===== src/rtl/proc_pkg.sv =====
// Shared definitions for the multi-cycle processor: opcodes, sequencer states
// and instruction field positions used by the controller, register file and ALU.
package proc_pkg;

    localparam int unsigned XLEN   = 32;
    localparam int unsigned REG_AW = 3;

    localparam logic [2:0] OP_NOP  = 3'd0;
    localparam logic [2:0] OP_HALT = 3'd1;
    localparam logic [2:0] OP_BEQ  = 3'd2;
    localparam logic [2:0] OP_BLT  = 3'd3;
    localparam logic [2:0] OP_ADD  = 3'd4;
    localparam logic [2:0] OP_SUB  = 3'd5;
    localparam logic [2:0] OP_AND  = 3'd6;
    localparam logic [2:0] OP_OR   = 3'd7;

    localparam int unsigned OPC_MSB = 31;
    localparam int unsigned OPC_LSB = 29;
    localparam int unsigned RD_MSB  = 28;
    localparam int unsigned RD_LSB  = 26;
    localparam int unsigned RS1_MSB = 25;
    localparam int unsigned RS1_LSB = 23;
    localparam int unsigned RS2_MSB = 22;
    localparam int unsigned RS2_LSB = 20;
    localparam int unsigned IMM_MSB = 15;
    localparam int unsigned IMM_LSB = 0;

    typedef enum logic [2:0] {
        S_FETCH,
        S_WAIT,
        S_DECODE,
        S_EXEC,
        S_WB,
        S_BRANCH,
        S_HALT
    } state_t;

    function automatic logic is_alu_op(input logic [2:0] op);
        return (op == OP_ADD) || (op == OP_SUB) || (op == OP_AND) || (op == OP_OR);
    endfunction

endpackage


===== src/rtl/reg_file.sv =====
// 8x32 register file: two async operand read ports, one async debug port,
// one synchronous write port; r0 reads as zero and ignores writes.
module reg_file
    import proc_pkg::*;
#(
    parameter int unsigned NREG = 8,
    parameter int unsigned DW   = XLEN,
    parameter int unsigned AW   = REG_AW
)(
    input  logic          clk,
    input  logic          rst_n,
    input  logic [AW-1:0] i_raddr_a,
    input  logic [AW-1:0] i_raddr_b,
    input  logic [AW-1:0] i_raddr_dbg,
    output logic [DW-1:0] o_rdata_a,
    output logic [DW-1:0] o_rdata_b,
    output logic [DW-1:0] o_rdata_dbg,
    input  logic          i_we,
    input  logic [AW-1:0] i_waddr,
    input  logic [DW-1:0] i_wdata
);

    logic [DW-1:0] r_regs [NREG];

    always_ff @(posedge clk or negedge rst_n) begin
        if (!rst_n) begin
            for (int unsigned i = 0; i < NREG; i++) begin
                r_regs[i] <= '0;
            end
        end else if (i_we && (i_waddr != '0)) begin
            r_regs[i_waddr] <= i_wdata;
        end
    end

    assign o_rdata_a   = (i_raddr_a   == '0) ? '0 : r_regs[i_raddr_a];
    assign o_rdata_b   = (i_raddr_b   == '0) ? '0 : r_regs[i_raddr_b];
    assign o_rdata_dbg = (i_raddr_dbg == '0) ? '0 : r_regs[i_raddr_dbg];

endmodule


===== src/rtl/multi_cycle_ctrl.sv =====
// Multi-cycle sequencer: fetches over a req/valid handshake, reads operands,
// drives an external ALU and writes back or redirects the PC.
module multi_cycle_ctrl
    import proc_pkg::*;
#(
    parameter int unsigned PC_W = 16,
    parameter int unsigned NREG = 8
)(
    input  logic            clk,
    input  logic            rst_n,
    output logic            imem_req,
    output logic [PC_W-1:0] imem_addr,
    input  logic [31:0]     imem_rdata,
    input  logic            imem_valid,
    output logic [31:0]     alu_ip_0,
    output logic [31:0]     alu_ip_1,
    output logic [2:0]      alu_opcode,
    input  logic [31:0]     alu_op_0,
    input  logic            alu_change_pc,
    output logic [PC_W-1:0] pc,
    output logic            retire,
    output logic            halted,
    input  logic [2:0]      dbg_raddr,
    output logic [31:0]     dbg_rdata
);

    state_t          r_state;
    state_t          w_next;
    logic [PC_W-1:0] r_pc;
    logic [31:0]     r_ir;
    logic [31:0]     r_a;
    logic [31:0]     r_b;
    logic [31:0]     r_aluout;

    logic [2:0]      w_op;
    logic [2:0]      w_rd;
    logic [2:0]      w_rs1;
    logic [2:0]      w_rs2;
    logic [PC_W-1:0] w_imm_pc;
    logic [PC_W-1:0] w_pc_plus1;
    logic [PC_W-1:0] w_pc_target;
    logic [31:0]     w_rs1_data;
    logic [31:0]     w_rs2_data;

    logic            w_ir_load;
    logic            w_ab_load;
    logic            w_aluout_load;
    logic            w_rf_we;
    logic            w_pc_inc;
    logic            w_pc_branch;

    assign w_op  = r_ir[OPC_MSB:OPC_LSB];
    assign w_rd  = r_ir[RD_MSB:RD_LSB];
    assign w_rs1 = r_ir[RS1_MSB:RS1_LSB];
    assign w_rs2 = r_ir[RS2_MSB:RS2_LSB];

    // Signed size cast sign-extends or truncates the word offset to PC_W.
    assign w_imm_pc    = PC_W'($signed(r_ir[IMM_MSB:IMM_LSB]));
    assign w_pc_plus1  = r_pc + PC_W'(1);
    assign w_pc_target = w_pc_plus1 + w_imm_pc;

    logic w_unused_ir;
    assign w_unused_ir = ^r_ir[19:16];

    always_ff @(posedge clk or negedge rst_n) begin
        if (!rst_n) begin
            r_state <= S_FETCH;
        end else begin
            r_state <= w_next;
        end
    end

    always_comb begin
        w_next = r_state;
        case (r_state)
            S_FETCH:  w_next = S_WAIT;
            S_WAIT:   w_next = imem_valid ? S_DECODE : S_WAIT;
            S_DECODE: begin
                if (w_op == OP_NOP) begin
                    w_next = S_FETCH;
                end else if (w_op == OP_HALT) begin
                    w_next = S_HALT;
                end else if (is_alu_op(w_op)) begin
                    w_next = S_EXEC;
                end else begin
                    w_next = S_BRANCH;
                end
            end
            S_EXEC:   w_next = S_WB;
            S_WB:     w_next = S_FETCH;
            S_BRANCH: w_next = S_FETCH;
            S_HALT:   w_next = S_HALT;
            default:  w_next = S_FETCH;
        endcase
    end

    always_comb begin
        imem_req      = 1'b0;
        retire        = 1'b0;
        halted        = 1'b0;
        w_ir_load     = 1'b0;
        w_ab_load     = 1'b0;
        w_aluout_load = 1'b0;
        w_rf_we       = 1'b0;
        w_pc_inc      = 1'b0;
        w_pc_branch   = 1'b0;
        case (r_state)
            // Gated by rst_n so the request stays low while reset is held.
            S_FETCH:  imem_req = rst_n;
            S_WAIT:   w_ir_load = imem_valid;
            S_DECODE: begin
                if (w_op == OP_NOP) begin
                    w_pc_inc = 1'b1;
                    retire   = 1'b1;
                end else if (w_op == OP_HALT) begin
                    retire   = 1'b1;
                end else begin
                    w_ab_load = 1'b1;
                end
            end
            S_EXEC:   w_aluout_load = 1'b1;
            S_WB: begin
                w_rf_we  = 1'b1;
                w_pc_inc = 1'b1;
                retire   = 1'b1;
            end
            S_BRANCH: begin
                w_pc_branch = alu_change_pc;
                w_pc_inc    = ~alu_change_pc;
                retire      = 1'b1;
            end
            S_HALT:   halted = 1'b1;
            default: ;
        endcase
    end

    always_ff @(posedge clk or negedge rst_n) begin
        if (!rst_n) begin
            r_pc     <= '0;
            r_ir     <= '0;
            r_a      <= '0;
            r_b      <= '0;
            r_aluout <= '0;
        end else begin
            if (w_ir_load) begin
                r_ir <= imem_rdata;
            end
            if (w_ab_load) begin
                r_a <= w_rs1_data;
                r_b <= w_rs2_data;
            end
            if (w_aluout_load) begin
                r_aluout <= alu_op_0;
            end
            if (w_pc_branch) begin
                r_pc <= w_pc_target;
            end else if (w_pc_inc) begin
                r_pc <= w_pc_plus1;
            end
        end
    end

    reg_file #(
        .NREG (NREG),
        .DW   (32),
        .AW   (3)
    ) u_reg_file (
        .clk         (clk),
        .rst_n       (rst_n),
        .i_raddr_a   (w_rs1),
        .i_raddr_b   (w_rs2),
        .i_raddr_dbg (dbg_raddr),
        .o_rdata_a   (w_rs1_data),
        .o_rdata_b   (w_rs2_data),
        .o_rdata_dbg (dbg_rdata),
        .i_we        (w_rf_we),
        .i_waddr     (w_rd),
        .i_wdata     (r_aluout)
    );

    assign imem_addr  = r_pc;
    assign pc         = r_pc;
    assign alu_opcode = w_op;
    assign alu_ip_0   = r_a;
    assign alu_ip_1   = r_b;

endmodule


===== config.mk =====
export PLATFORM = sky130hd
export DESIGN_NAME = multi_cycle_ctrl
export DESIGN_NICKNAME = d
export VERILOG_FILES = /design/src/rtl/proc_pkg.sv /design/src/rtl/reg_file.sv /design/src/rtl/multi_cycle_ctrl.sv
export SDC_FILE = /design/constraint.sdc
export NUM_CORES = 1
export LEC_CHECK = 0
export ABC_AREA = 1
export CAP_MARGIN = 20
export CORE_MARGIN = 8
export CORE_UTILIZATION = 45
export DETAILED_ROUTE_END_ITERATION = 6
export PLACE_DENSITY = 0.66
export SLEW_MARGIN = 20
export SYNTH_ARGS = -nofsm -noshare
export SYNTH_HDL_FRONTEND = slang
export SYNTH_SLANG_ARGS = --single-unit

===== constraint.sdc =====
create_clock -name clk -period 3.53 [get_ports clk]
set_input_delay 1.059 -clock clk [delete_from_list [all_inputs] [get_ports clk]]
set_output_delay 1.059 -clock clk [all_outputs]
set_load 0.03 [all_outputs]

==> out/summary.txt, run 1 <==
clk_lat worst skew = 590 ps
final RePlAce weighted congestion = 0.895
Total GRT Usage = 26.5%
Final Instance Area = 25,400 sq um
Initial Utilization = 45.6%
Slew Limit Fails = 0
final WL = 73.7 mm
Leak = 11.4 nW
die height = 233 um
hold depth = 0
clock root cell = clkbuf_16
die area = 54,300 sq um
WP data arrival = 2400 ps
crit path max-delay cell type = a31oi_1
drt first pass iters = 6
Top Family by Delay on Critical Path = buffers and inverters
Post-Syn Area per Cell = 7.73 sq um
endpoint class of the critical path = output pin
Slew headroom = 20.3%
fraction of final layout cells sized beyond drive strength 1 = 8.50%
FMAX = 0.289 GHz
largest area contributor in the netlist = dfrtp_1
critical path class = in -> out
DP HPWL = 45.0 mm
Setup Viol. Count Final = 0
Cells after Synth = 2,745
VDD IR max = 642 uV
Worst Reg-to-Reg Cells = 16
Seq/Total Area, Yosys = 47.1%
Final WS setup = 70.0 ps
postcts setup bufs = 0
Fin Hold WS = 371 ps
routed length per instance = 21.3 um
largest net degree at the start of global routing = 125
worst-path cell chain = buf_4 > buf_12 > buf_12 > o211ai_1 > nand3_1 > nand2_1 > a31oi_1 > buf_4 > buf_12
pre-CTS setup slack = 23.6 ps
area of the core = 46,600 sq um
Max-Cap Viols = 0
Nets = 2,903
n_diodes = 0
clk sinks = 399
Yosys Warn Count = 0
Yosys top cell area share = 47.1%
CP Buf/Inv Count = 5
CP Depth = 9
# placed instances = 3,370
Yosys reg bits = 399
Worst Tran Pin Value = 1190 ps
CTS tree = built
Area Overhead vs Synth = 19.7%
vias per inst = 5.84
Crit path largest cell delay = 250 ps
most frequent CP cell = buf_12
antenna violations before repair = 1
Worst Skew = 22.7 ps
Layout Cells excl Fill = 3,454
ANT nets after route = 0
synthesized area = 21,200 sq um
ratio of final minimum period to clock period = 98.0%
post-route minimum period = 3460 ps
total congestion overflow = 0
Final TNS setup = 0 ps
Post-Route Utilization = 54.6%
total power = 23.7 mW
cts bufs inserted = 45
syn_nets = 2,837
I/O pins = 205
number of synthesized flops with an enable pin = 0
Chip Width = 233 um
status = finished clean
ys async rst share = 100%
CP max FO = 32
Clock Tree Buf Depth = 3
drt drc = 0
largest cells by area after synthesis = dfrtp_1 47%, o21ai_0 13%, nand2_1 8.7%
ys flop type = dfrtp_1
DR iter-0 viols = 2,271
Placed Area = 23,900 sq um
RSZ-0062 raised after global routing = false
most frequent cell after synthesis = o21ai_0
Synth top cells by count = 532 x o21ai_0, 492 x nand2_1, 399 x dfrtp_1, 346 x a21oi_1, 220 x inv_1
Worst Hold Class = reg -> reg
Rows = 79
H-tree depth = 2
cell area power density = 933 nW/um^2
Clock transition at path regs = 60 ps
final hold viol count = 0
startpoint types = primary input
routed vias = 20,200
input/output buffers = 200
vias in the first global route = 19,800
count of different cell masters after synthesis = 40
Crit path required time = 2470 ps
first-pass GRT wire length = 113 mm
## worst paths after layout
| check | startpoint | endpoint | slack [ps] |
|---|---|---|---|
| worst max-delay path | dbg_raddr[0] | dbg_rdata[28] | 70 |
| worst min-delay path | u_reg_file.r_regs[239] | u_reg_file.r_regs[239] | 370 |
| worst max register to register | imem_addr[1] | imem_addr[11] | 680 |
| worst min register to register | u_reg_file.r_regs[239] | u_reg_file.r_regs[239] | 370 |
| max in group asynchronous | rst_n | alu_ip_0[30] | 1730 |
| min in group asynchronous | rst_n | r_aluout[7] | 500 |
## sequential cells by signal, summed over array words and instances (netlist names)
name,cells
alu_ip_0,32
alu_ip_1,32
imem_addr,16
r_aluout,32
r_ir,28
r_state,3
u_reg_file.r_regs,256
## what timing repair did
action / CTS / global route
gates resized for setup: 1 / 5
pin swaps: 0 / 1
gates cloned: 0 / 1
setup endpoints to repair: 1 / 15
hold buffers: 0 / 0
## logic make-up (layout without fill, tap and decap cells)
logic type               Yosys count  count (layout)  share of synthesized area [%]
flip-flops                       399             399                           47.1
XOR/XNOR                          11              11                          0.454
AO/OA/AOI/OAI                   1056            1056                           26.6
multiplexers                      17              17                          0.902
adder cells (fa/ha/maj)           21              21                           1.27
AND/OR/NAND/NOR                  767             767                           14.8
buffers and inverters            474             576                           8.88
## report_power, final
part / switching, mW / internal (mW)
Combinational: 7.41 / 3.95
Clock: 1.93 / 2.70
Sequential: 1.51 / 6.21
Total: 10.8 / 12.9
## final cells by class
cell class              count  area, sq um
inverters                 224          843
clock inverters            17          118
clock buffers              66         1340
fillers                  4271        21200
well taps                 607          759
multi-input cells        1872         9530
repair buffers            269         2820
flip-flops and latches    399         9990
## per-layer routing
metal	part of all wire, %	wire (um)	GRT usage (%)
met5	0.023	17	0
met4	3.9	2910	11.3
met3	8.9	6560	5.12
met2	47	34600	43.5
met1	40	29700	34.0
## placed cells by master (no fill, tap or decap), drive strengths merged
cell type        n
buf            105
bufinv           1
nand3b           6
o311ai           1
mux2            17
a22o            12
ha              20
nand2          492
xnor2            3
a41oi            7
or2              1
a21oi          346
o22ai            1
nor3             5
a22oi            1
dlygate4sd2      1
o221ai           3
nor2           130
a31oi           57
xor2             8
clkbuf          67
o21bai           4
clkdlybuf4s50  162
nand4            7
o21ai          546
and2             1
fa               1
clkinv          15
nand3          124
a31o             1
a211oi          18
nor4             1
inv            225
a21o             2
dfrtp          399
o211ai          57
No activity file was read; power rests on OpenSTA's default activity.
==> run 2, diff against run 1 <==
--- a/config.mk
+++ b/config.mk
@@ -11,6 +11,7 @@
 export CORE_UTILIZATION = 45
 export DETAILED_ROUTE_END_ITERATION = 6
 export PLACE_DENSITY = 0.66
+export SKIP_LAST_GASP = 1
 export SLEW_MARGIN = 20
 export SYNTH_ARGS = -nofsm -noshare
 export SYNTH_HDL_FRONTEND = slang
==> run 2 against run 1 <==
Against the previous run:
- final cell count unchanged
- non-clock buffer count unchanged
- register-to-register slack about the same
- largest cell class unchanged
- core utilization unchanged
==> out/summary.txt, run 2 (synthesis results as in run 1) <==
Worst Tran Pin Value = 1190 ps (+3.62 ps)
Layout Cells excl Fill = 3,454 (unchanged)
r2r setup slk = 680 ps (about the same)
Clock Tree Buf Depth = 3 (unchanged)
routed length per instance = 21.4 um (about the same)
Crit path required time = 2470 ps (about the same)
Setup Viol. Count Final = 0 (unchanged)
CTS tree = built
largest net degree at the start of global routing = 125 (unchanged)
ANT nets after route = 0 (unchanged)
final hold viol count = 0 (unchanged)
final RePlAce weighted congestion = 0.895 (unchanged)
FF-to-FF Start = imem_addr[1]
worst hold start = u_reg_file.r_regs[239]
area of the core = 46,600 sq um (unchanged)
fill count = 4,271 (unchanged)
max reg flops = 256 (unchanged)
Nets = 2,903 (unchanged)
Max-Cap Viols = 0 (unchanged)
Largest Register = u_reg_file.r_regs
die height = 233 um (unchanged)
Clock transition at path regs = 60 ps (about the same)
Slew headroom = 20.1% (-0.24 points)
fraction of final layout cells sized beyond drive strength 1 = 8.50% (unchanged)
clk sinks = 399 (unchanged)
antenna violations before repair = 1 (unchanged)
FMAX = 0.288 GHz (-0.32%)
Leak = 11.4 nW (about the same)
Chip Width = 233 um (unchanged)
vias per inst = 5.84 (about the same)
input/output buffers = 200 (unchanged)
post-route minimum period = 3470 ps (+11.1 ps)
Rows = 79 (unchanged)
hold depth = 0 (unchanged)
Area Overhead vs Synth = 19.7% (unchanged)
Worst Skew = 21.1 ps (-1.61 ps)
n_diodes = 0 (unchanged)
startpoint types = primary input
drt first pass iters = 6 (unchanged)
WP data arrival = 2410 ps (about the same)
Slew Limit Fails = 0 (unchanged)
final WL = 73.8 mm (about the same)
Worst Hold Class = reg -> reg
Worst Reg-to-Reg Cells = 16 (unchanged)
clk_lat worst skew = 580 ps (about the same)
I/O pins = 205 (unchanged)
Hold Path Sink = u_reg_file.r_regs[239]
Total GRT Usage = 26.5% (unchanged)
VDD IR max = 640 uV (-0.33%)
routed vias = 20,200 (+0.040%)
H-tree depth = 2 (unchanged)
leading cell type in the layout, fill and taps excluded = o21ai_0
DR iter-0 viols = 2,278 (+0.31%)
vias in the first global route = 19,800 (unchanged)
cts bufs inserted = 45 (unchanged)
most frequent cells in the layout = 532 x o21ai_0, 488 x nand2_1, 395 x dfrtp_1, 346 x a21oi_1, 216 x inv_1
total congestion overflow = 0 (unchanged)
cell area power density = 934 nW/um^2 (about the same)
endpoint class of the critical path = output pin
RSZ-0062 raised after global routing = true
clock root cell = clkbuf_16
DP HPWL = 45.0 mm (unchanged)
drt drc = 0 (unchanged)
ratio of final minimum period to clock period = 98.3% (+0.31 points)
Hold Buf Count CTS = 0 (unchanged)
status = finished clean
first-pass GRT wire length = 113 mm (unchanged)
r2r endpoint = imem_addr[11]
critical path class = in -> out
Initial Utilization = 45.6% (unchanged)
Fin Hold WS = 371 ps (+0.0130 ps)
# placed instances = 3,370 (unchanged)
CP max FO = 32 (unchanged)
die area = 54,300 sq um (unchanged)
==> run 2: cell types whose count changed in the layout (fill, tap and decap cells not counted) <==
| cell | delta |
|---|---|
| o21ai_0 | +2 |
| o21ai_1 | -2 |
==> run 2: worst max-delay path by stage <==
stage / endpoint / start / slack [ps] / cells after the start
global placement: dbg_rdata[24] / dbg_raddr[0] / 20 / 10
global route: dbg_rdata[23] / dbg_raddr[0] / -20 / 10
floorplan: dbg_rdata[31] / dbg_raddr[0] / 2 / 8
CTS: dbg_rdata[25] / dbg_raddr[0] / 20 / 9
finish: dbg_rdata[23] / dbg_raddr[0] / 60 / 10
detailed placement: dbg_rdata[25] / dbg_raddr[0] / 20 / 9
==> run 2: timing repair <==
action                                  CTS  global route
pin swaps                                 0             1
setup buffers                             0             0
endpoints found under the setup margin    1            15
resized for setup                         1             3
cloned                                    0             1
==> run 2: critical path, cell delays in order <==
cell and delay [ps]:
buf_4 150, buf_12 170, buf_12 170, a21oi_1 140
o21ai_0 90, nand3_1 80, nand2_1 50, a31oi_1 180
buf_4 180, buf_12 120
==> run 2: per-stage QoR <==
stage	util, %	setup slack, ps	cell area, sq um	power, mW	TNS (ps)
finish	54.6	58.9	25400	23.7	0
CTS	54.5	19.9	25400	23.6	0
detailed placement	51.4	23.6	23900	18.9	0
global route	54.6	-22.0	25400	25.3	-32.5
global placement	51.4	17.8	23900	18.6	0
floorplan	-	2.33	21300	14.8	0
==> run 2: area by class of cell <==
class,instances,area [sq um],area share (%)
sequential,399,9990,39.3
clock inverter,17,118,0.463
clock buffer,66,1340,5.27
inverter,224,843,3.32
tap,607,759,2.99
timing repair buffer,269,2820,11.1
multi-input combinational,1872,9530,37.5
==> run 2: where the power goes <==
group          switching (mW)  internal, mW  leakage, nW
Clock                    1.93          2.70        0.734
Combinational            7.41          3.95         5.52
Sequential               1.51          6.21         5.10
Total                    10.9          12.9         11.4
==> run 2: layer usage <==
metal  routed length (um)  share of wire, %  GRT usage (%)
met2                34600                47           43.5
met1                29600                40           34.0
met5                   17             0.023              0
met4                 2920               4.0           11.3
met3                 6670               9.0           5.12
==> run 3, diff against run 2 <==
--- a/config.mk
+++ b/config.mk
@@ -5,12 +5,11 @@
 export SDC_FILE = /design/constraint.sdc
 export NUM_CORES = 1
 export LEC_CHECK = 0
-export ABC_AREA = 1
 export CAP_MARGIN = 20
 export CORE_MARGIN = 8
 export CORE_UTILIZATION = 45
 export DETAILED_ROUTE_END_ITERATION = 6
-export PLACE_DENSITY = 0.66
+export PLACE_DENSITY = 0.67
 export SKIP_LAST_GASP = 1
 export SLEW_MARGIN = 20
 export SYNTH_ARGS = -nofsm -noshare
==> run 3 against run 2 <==
Against the previous run:
- maximum frequency fell by 0.71%
- via count fell by 28%
- wire length fell by 24%
- worst hold slack got worse by 53 ps
- critical path type unchanged
- core utilization rose by 0.63 points
- cell area fell by 4.1%
- worst setup slack got worse by 25 ps
- largest power group unchanged
==> out/summary.txt, run 3 <==
sw frac = 39.2% (-6.6 points)
FF-to-FF Start = imem_addr[1]
max reg flops = 224 (-13%)
clk sinks = 367 (-8.0%)
# placed instances = 2,368 (-30%)
Seq/Total Area, Yosys = 45.7% (-1.4 points)
r2r setup slk = 300 ps (-380 ps)
Post-Syn Area per Cell = 12.1 sq um (+57%)
FMAX = 0.286 GHz (-0.71%)
Reg power frac = 35.1% (+2.5 points)
Slew headroom = 34.0% (+14 points)
CP max FO = 12 (-63%)
drt first pass iters = 5 (-1)
antenna violations before repair = 1 (unchanged)
Final Instance Area = 24,400 sq um (-4.1%)
Largest Register = u_reg_file.r_regs
Rows = 77 (-2.5%)
final RePlAce weighted congestion = 0.839 (-6.3%)
DP HPWL = 35.8 mm (-21%)
Cells after Synth = 1,655 (-40%)
CP Buf/Inv Count = 4 (-1)
final WL = 56.1 mm (-24%)
Hold Buf Count CTS = 0 (unchanged)
largest cells by area after synthesis = dfrtp_1 46%, mux2_2 21%, mux4_2 11%
Total GRT Usage = 21.8% (-4.7 points)
most frequent cell after synthesis = mux2_2
Crit path required time = 2470 ps (about the same)
crit path max-delay cell type = mux4_2
pre-CTS setup slack = 18.0 ps (-5.56 ps)
n_diodes = 0 (unchanged)
input/output buffers = 200 (unchanged)
largest net degree at the start of global routing = 156 (+25%)
RSZ-0062 raised after global routing = false
Nets = 1,911 (-34%)
number of synthesized flops with an enable pin = 0 (unchanged)
Worst Hold Class = in -> async
startpoint types = primary input
Top Family by Delay on Critical Path = buffers and inverters
synthesized area = 20,100 sq um (-5.3%)
die area = 51,700 sq um (-4.9%)
Area Overhead vs Synth = 21.2%
Slew Limit Fails = 0 (unchanged)
fill count = 3,748 (-12%)
total power = 22.5 mW (-5.1%)
Final TNS setup = 0 ps (unchanged)
CTS tree = built
Worst Skew = 11.4 ps (-9.65 ps)
status = finished clean
Synth top cells by count = 370 x mux2_2, 367 x dfrtp_1, 129 x nand2_1, 115 x o21ai_0, 97 x a22oi_1
count of different cell masters after synthesis = 56 (+40%)
routed length per instance = 23.0 um (+7.6%)
cts bufs inserted = 41 (-8.9%)
I/O pins = 205 (unchanged)
critical path class = in -> out
Yosys top cell area share = 45.7% (-1.4 points)
most frequent cells in the layout = 370 x mux2_2, 361 x dfrtp_1, 163 x clkdlybuf4s50_1, 122 x nand2_1, 97 x a22oi_1
cell area power density = 924 nW/um^2 (-0.98%)
Placed Area = 22,900 sq um (-4.3%)
Initial Utilization = 45.5% (about the same)
clock root cell = clkbuf_16
Worst Setup SP = dbg_raddr[0]
Worst Tran Pin Value = 990 ps (-205 ps)
post-route minimum period = 3500 ps (+25.0 ps)
first-pass GRT wire length = 88.0 mm (-22%)
syn_nets = 1,747 (-38%)
Max-Cap Viols = 0 (unchanged)
final hold viol count = 0 (unchanged)
CP endpoint = dbg_rdata[16]
vias per inst = 5.95 (+1.9%)
Power Internal = 13.7 mW (+6.4%)
CP Depth = 7 (-3)
ys async rst share = 100% (unchanged)
ANT nets after route = 0 (unchanged)
Yosys reg bits = 367 (-8.0%)
clk_lat worst skew = 550 ps (-30 ps)
r2r endpoint = imem_addr[15]
vias in the first global route = 15,300 (-23%)
area of the core = 44,100 sq um (-5.2%)
leading cell type in the layout, fill and taps excluded = mux2_2
Clock Tree Buf Depth = 3 (unchanged)
total congestion overflow = 0 (unchanged)
Chip Width = 227 um (-2.5%)
WP data arrival = 2440 ps (+30 ps)
Setup Viol. Count Final = 0 (unchanged)
largest area contributor in the netlist = dfrtp_1
Yosys Warn Count = 0 (unchanged)
Clock transition at path regs = 60 ps (about the same)
fraction of final layout cells sized beyond drive strength 1 = 36.0% (+28 points)
ratio of final minimum period to clock period = 99.0% (+0.71 points)
DR iter-0 viols = 1,156 (-49%)
Leak = 10.6 nW (-6.7%)
routed vias = 14,500 (-28%)
Logic pwr share = 44.5% (-3.4 points)
die height = 227 um (-2.5%)
drt drc = 0 (unchanged)
H-tree depth = 2 (unchanged)
Layout Cells excl Fill = 2,443 (-29%)
ys flop type = dfrtp_1
Worst Reg-to-Reg Cells = 14 (-2)
endpoint class of the critical path = output pin
VDD IR max = 608 uV (-5.1%)
worst-path cell chain = buf_4 > buf_12 > mux4_2 > nand2_1 > o21ai_1 > buf_4 > buf_12
clock power share = 20.4% (+0.9 points)
total net switching power = 8.83 mW (-19%)
Crit path largest cell delay = 490 ps (+310 ps)
Final WS setup = 33.9 ps (-25.0 ps)
## run 3: changes by cell type in the layout (fill, tap and decap cells not counted), moves of 96 or more
| cell | change |
|---|---|
| mux4_2 | +96 |
| o21ai_0 | -449 |
| a22oi_1 | +96 |
| mux2_2 | +353 |
| inv_1 | -211 |
| a21oi_1 | -258 |
| nand2_1 | -366 |
| nand3_1 | -112 |
## run 3: per-stage QoR
| step | hold slack [ps] | util [%] |
|---|---|---|
| 6_report | 318 | 55.2 |
| 5_1_grt | 297 | 55.2 |
| 4_1_cts | 290 | 55.2 |
| 3_5_place_dp | 472 | 51.8 |
| 3_3_place_gp | 467 | 51.8 |
| 2_1_floorplan | 485 | - |
## run 3: how the worst min path moves through the flow
stage                        endpoint  cells after the start    startpoint  slack [ps]
6_report       u_reg_file.r_regs[136]                      1         rst_n         320
5_1_grt        u_reg_file.r_regs[136]                      1         rst_n         300
4_1_cts        u_reg_file.r_regs[136]                      1         rst_n         290
3_5_place_dp              alu_ip_1[2]                      2   alu_ip_1[2]         470
2_1_floorplan                 r_ir[0]                      1       r_ir[0]         480
3_3_place_gp             alu_ip_1[29]                      2  alu_ip_1[29]         470
## run 3: power by group through the flow
| stage | combinational (mW) | sequential, mW | clock, mW |
|---|---|---|---|
| after global routing | 10.8 | 8.17 | 4.84 |
| after CTS | 10.1 | 7.85 | 4.69 |
| after detailed placement | 10.0 | 7.91 | 0 |
| after global placement | 9.85 | 7.78 | 0 |
| after floorplan | 7.00 | 7.49 | 0 |
| final | 10.0 | 7.89 | 4.59 |
## run 3: layout make-up
cell class              count  area (sq um)  share of cell area (%)
clock buffers              61          1260                    5.19
clock inverters            14           210                   0.863
inverters                   5          18.8                  0.0771
multi-input cells        1136         10300                    42.1
flip-flops and latches    367          9200                    37.8
well taps                 592           741                    3.04
repair buffers            268          2670                    10.9
## run 3: layer usage
layer | wire length [um] | GRT usage (%)
met5 | 13 | 0
met4 | 1930 | 9.33
met3 | 3810 | 4.26
met2 | 27100 | 36.0
met1 | 23300 | 27.8
## run 3: timing repair
item / 4_1_cts / 5_1_grt
resized for setup: 0 / 2
setup endpoints to repair: 0 / 2
buffers inserted: 0 / 0
## run 3: kinds of logic (layout without fill, tap and decap cells)
group                      after synthesis  after routing  share of synthesized area (%)
AOI/OAI and AO/OA                      344            344                           10.4
xor gates and xnor gates                25             25                           1.09
adders and majority gates               21             21                           1.34
buffers and inverters                  152            348                           3.51
DFF                                    367            367                           45.7
muxes                                  477            477                           32.1
and+or+nand+nor                        269            269                           5.83
==> RTL change 1 (config.mk and constraints of run 3) <==
Encoding of `state_t`: now one-hot (7 bits for 7 states).
--- a/src/rtl/proc_pkg.sv
+++ b/src/rtl/proc_pkg.sv
@@ -25,14 +25,14 @@
     localparam int unsigned IMM_MSB = 15;
     localparam int unsigned IMM_LSB = 0;
 
-    typedef enum logic [2:0] {
-        S_FETCH,
-        S_WAIT,
-        S_DECODE,
-        S_EXEC,
-        S_WB,
-        S_BRANCH,
-        S_HALT
+    typedef enum logic [6:0] {
+        S_FETCH  = 7'b0000001,
+        S_WAIT   = 7'b0000010,
+        S_DECODE = 7'b0000100,
+        S_EXEC   = 7'b0001000,
+        S_WB     = 7'b0010000,
+        S_BRANCH = 7'b0100000,
+        S_HALT   = 7'b1000000
     } state_t;
 
     function automatic logic is_alu_op(input logic [2:0] op);
Formal check against the unedited RTL: no difference found for any inputs over 4 cycles, from zero or initial values and one cycle with rst_n low; so few cycles prove little.
==> RTL change 1 against run 3 <==
  * Worst setup slack got worse by 0.025 ns
  * Sequential cell count increased by 4
  * Wire length down 0.26%
  * Worst hold slack about the same
  * First-iteration DRC count shrank 10%
  * Final area fell by 0.59%
  * Core utilization decreased by 0.56 points
  * Largest cell class unchanged
  * Synthesized area up 0.78%
Power is not compared: it rests on default switching activity, and its combinational part moved more than twofold at a synthesized area within 25%.
==> RTL change 1: results (changes against run 3) <==
switchingPower_uw: 5429
place_inst: 2412  # +1.9%
postCtsSetupBuffers: 0  # unchanged
tns_ns: 0  # unchanged
antenna_found_initial: 1  # unchanged
diodes: 0  # unchanged
r2r_cells: 12  # -2
gp_congestion: 0.8201  # -2.2%
ys_types: 56  # unchanged
initialDrtViolationCount: 1040  # -10%
clk_latency_ns: 0.57  # +0.02 ns
grt-busiest-layer: "met2"
placed_area_um2: 22790  # -0.40%
layout.nets: 1956  # +2.4%
avgSynthCellArea_um2: 11.74  # -3.3%
async_flop_share_pct: 100.0  # unchanged
synth_area_leaders: "dfrtp_1, mux2_2, mux4_2"
cts_resized: 1  # +1
drive_above_1_share_pct: 27.16  # -8.9 points
met2_usage_pct: 35.85  # -0.098 points
clk_pin_slew_ns: 0.06  # about the same
grt_pass1_wl_um: 89150  # +1.3%
dr.pass1.iters: 5  # unchanged
relSlewSlack_pct: 33.95  # -0.075 points
synth_fp_nets: 1817  # +4.0%
grt_util_all_layers_pct: 21.31  # -0.47 points
use_met3_pct: 4.070  # -0.19 points
synth_common_cells: "dfrtp_1, mux2_2, nand2_1"
gr-usage-met1_pct: 27.79  # about the same
cts-root-buf: "clkbuf_16"
yosysSeqAreaShare_pct: 45.85  # +0.15 points
skew_ns: 0.01175  # +0.0003026 ns
largest_reg_flops: 224  # unchanged
status: "complete, no violations"
numCtsBuffers: 42  # +2.4%
final_cells: 2488  # +1.8%
routed_wl_um: 55970  # -0.26%
leakagePower_uw: 0.01077
worst-path-max-fanout: 18  # +6
hpwl_um: 35390  # -1.0%
port_buffers: 200  # unchanged
htree_levels: 2  # unchanged
vias: 14610  # +0.45%
largest_register: "u_reg_file.r_regs"
grt_max_degree: 158  # +1.3%
synth_ff_type: "dfrtp_1"
arrival_ns: 2.46  # +0.02 ns
## RTL change 1: metrics by stage
stage / worst slack (ns) / hold slack (ns)
2_1_floorplan: 0.09825 / 0.4849
3_3_place_gp: 0.006108 / 0.4625
3_5_place_dp: -0.004572 / 0.4695
4_1_cts: 0.01040 / 0.2959
5_1_grt: 0.001150 / 0.3137
6_report: 0.008504 / 0.3181
## RTL change 1: final timing paths
kind                                             end                     start  slack (ns)
hold / removal               alu_ip_0[4]$_DFFE_PN0P_                     rst_n        0.32
setup / recovery                       dbg_rdata[12]              dbg_raddr[0]       0.009
max in group asynchronous       r_ir[23]$_DFFE_PN0P_                     rst_n        2.00
hold reg to reg              alu_ip_0[6]$_DFFE_PN0P_   alu_ip_0[6]$_DFFE_PN0P_        0.47
min in group clk             alu_ip_0[6]$_DFFE_PN0P_   alu_ip_0[6]$_DFFE_PN0P_        0.47
setup reg to reg           imem_addr[15]$_DFFE_PN0P_  imem_addr[1]$_DFFE_PN0P_        0.35
## RTL change 1: critical path, stage by stage
cell,delay (ns)
buf_4,0.17
buf_12,0.17
nor2b_4,0.21
buf_12,0.20
a22oi_1,0.12
o21ai_1,0.28
buf_4,0.23
## RTL change 1: layer usage
metal / share of wire (%) / vias to the layer above
met3: 6.6 / 87
li1: - / 6582
met4: 2.0 / 2
met2: 49 / 469
met1: 42 / 7470
met5: 0.029 / -
## RTL change 1: layout make-up
class | instances | area (µm²)
Fill cell | 3820 | 20110
Timing Repair Buffer | 245 | 2427
Clock buffer | 64 | 1265
Multi-Input combinational cell | 1199 | 10310
Inverter | 5 | 18.77
Tap cell | 592 | 740.7
Clock inverter | 12 | 145.1
Sequential cell | 371 | 9303
## RTL change 1: power groups by stage
stage          Clock, µW  Combinational [µW]  Sequential (µW)
3_5_place_dp           0                4610             5800
4_1_cts             4570                4630             5730
3_3_place_gp           0                4520             5770
5_1_grt             4730                4980             5840
6_report            4460                4610             5740
2_1_floorplan          0                3460             5310
## RTL change 1: logic make-up after synthesis
| logic type | after synthesis | share of synthesized area (%) |
|---|---|---|
| mux | 446 | 30.12 |
| flops | 371 | 45.85 |
| simple gates | 365 | 7.927 |
| compound gates | 338 | 9.892 |
| buf+inv | 155 | 3.621 |
| xor+xnor | 29 | 1.254 |
| fa+ha+maj | 21 | 1.335 |
==> RTL change 2 (settings of run 3) <==
Made on the original files. Reset style: synchronous (`rst_n`), changed in 3 clocked blocks. Comments in the files are not updated.
--- a/src/rtl/reg_file.sv
+++ b/src/rtl/reg_file.sv
@@ -22,7 +22,7 @@
 
     logic [DW-1:0] r_regs [NREG];
 
-    always_ff @(posedge clk or negedge rst_n) begin
+    always_ff @(posedge clk) begin
         if (!rst_n) begin
             for (int unsigned i = 0; i < NREG; i++) begin
                 r_regs[i] <= '0;
--- a/src/rtl/multi_cycle_ctrl.sv
+++ b/src/rtl/multi_cycle_ctrl.sv
@@ -62,7 +62,7 @@
     logic w_unused_ir;
     assign w_unused_ir = ^r_ir[19:16];
 
-    always_ff @(posedge clk or negedge rst_n) begin
+    always_ff @(posedge clk) begin
         if (!rst_n) begin
             r_state <= S_FETCH;
         end else begin
@@ -134,7 +134,7 @@
         endcase
     end
 
-    always_ff @(posedge clk or negedge rst_n) begin
+    always_ff @(posedge clk) begin
         if (!rst_n) begin
             r_pc     <= '0;
             r_ir     <= '0;
Function: differs if rst_n is asserted again (counterexample within 4 cycles, from zero or initial values and one cycle with rst_n low); with rst_n held inactive, the same outputs for 4 cycles.
==> RTL change 2 against run 3 <==
  * Worst setup slack gained 0.019 ns
  * Synthesized area up 5.5%
  * Worst hold slack better by 0.15 ns
  * Sequential share of layout area rose by 2.8 points
  * Final area up 8.2%
  * Wire length increased by 10%
  * Die area grew 5.1%
  * Sequential cell count increased by 38
Power is not compared: it rests on default switching activity, and its combinational part moved more than twofold at a synthesized area within 25%.
==> RTL change 2: results (changes against run 3) <==
slowest_stage: "mux2_2"
placed_area_um2: 24750  # +8.2%
synth_fa_ha_area_share_pct: 1.274  # -0.071 points
hpwl_um: 39930  # +12%
syn_inst: 1766  # +6.7%
p_total_uw: 11360
synth_xor_area_share_pct: 1.032  # -0.057 points
largest_reg_flops: 256  # +14%
grt_max_degree: 46  # -71%
status: "complete, no violations"
synth_edf_count: 256  # +256
synthMostInstantiatedCell: "edfxtp_1"
wl_per_cell_um: 23.46  # +2.1%
drive_above_1_share_pct: 21.84  # -14 points
numCtsBuffers: 46  # +12%
synth_common_cells: "edfxtp_1, and2_1, a21oi_1"
worst-path-max-fanout: 9  # -3
skew_ns: 0.01201  # +0.0005655 ns
synth.area.mux_share_pct: 21.71  # -10 points
avgViaCountPerCell: 5.832  # -2.0%
ys_types: 60  # +7.1%
hold_path_class: "flop to flop"
grt_pass1_wl_um: 93540  # +6.3%
initialDrtViolationCount: 1275  # +10%
worst_slew_pin_slew_ns: 1.060  # +0.06994 ns
grt_pass1_vias: 15840  # +3.8%
layout.nets: 2079  # +8.8%
async_flop_share_pct: 0  # -100 points
arrival_ns: 2.42  # -0.02 ns
yosysSeqAreaShare_pct: 50.31  # +4.6 points
synth_compound_area_share_pct: 7.847  # -2.6 points
clk_latency_ns: 0.58  # +0.03 ns
[RTL change 2: changes by cell type in the layout (fill, tap and decap cells not counted), moves of 61 or more]
cell	delta
a21oi_1	+68
a22oi_1	-94
and2_1	+226
dfrtp_1	-361
dfxtp_1	+143
edfxtp_1	+256
mux2_2	-338
mux2i_1	+61
mux4_2	+64
[RTL change 2: worst paths after layout]
| check | slack, ns | to | from | depth (start not counted) |
|---|---|---|---|---|
| setup reg to reg | 0.26 | imem_addr[15]$_SDFFE_PN0P_ | imem_addr[6]$_SDFFE_PN0P_ | 12 |
| hold reg to reg | 0.46 | r_ir[3]$_SDFFE_PN0P_ | r_ir[3]$_SDFFE_PN0P_ | 2 |
| hold / removal | 0.46 | r_ir[3]$_SDFFE_PN0P_ | r_ir[3]$_SDFFE_PN0P_ | 2 |
| setup / recovery | 0.05 | dbg_rdata[17] | dbg_raddr[1] | 6 |
[RTL change 2: metal layers]
layer	track usage, %	wire length (µm)	up-vias
li1	-	-	6914
met1	27.86	23740	7632
met2	38.47	30860	666
met3	4.634	5138	138
met4	8.133	2008	0
met5	0	0	-
[RTL change 2: repair_timing]
item,4_1_cts,5_1_grt
gates cloned,1,1
setup endpoints to repair,16,5
gates resized for setup,4,4
buffers inserted,0,5
[RTL change 2: final cells by class]
cell class                 instances  area (µm²)
antenna                            1       2.502
clock buffer                      73        1368
clock inverter                    12       100.1
fill                            3794       20210
inverter                          36       140.1
multi-input combinational       1204       10080
sequential                       405       10680
tap                              607       759.5
timing repair buffer             294        3221
[RTL change 2: tightest hold or removal path, stage by stage (launching register included)]
cell and delay, ns:
dfxtp_1 0.31, nand2_1 0.05, a21oi_1 0.06
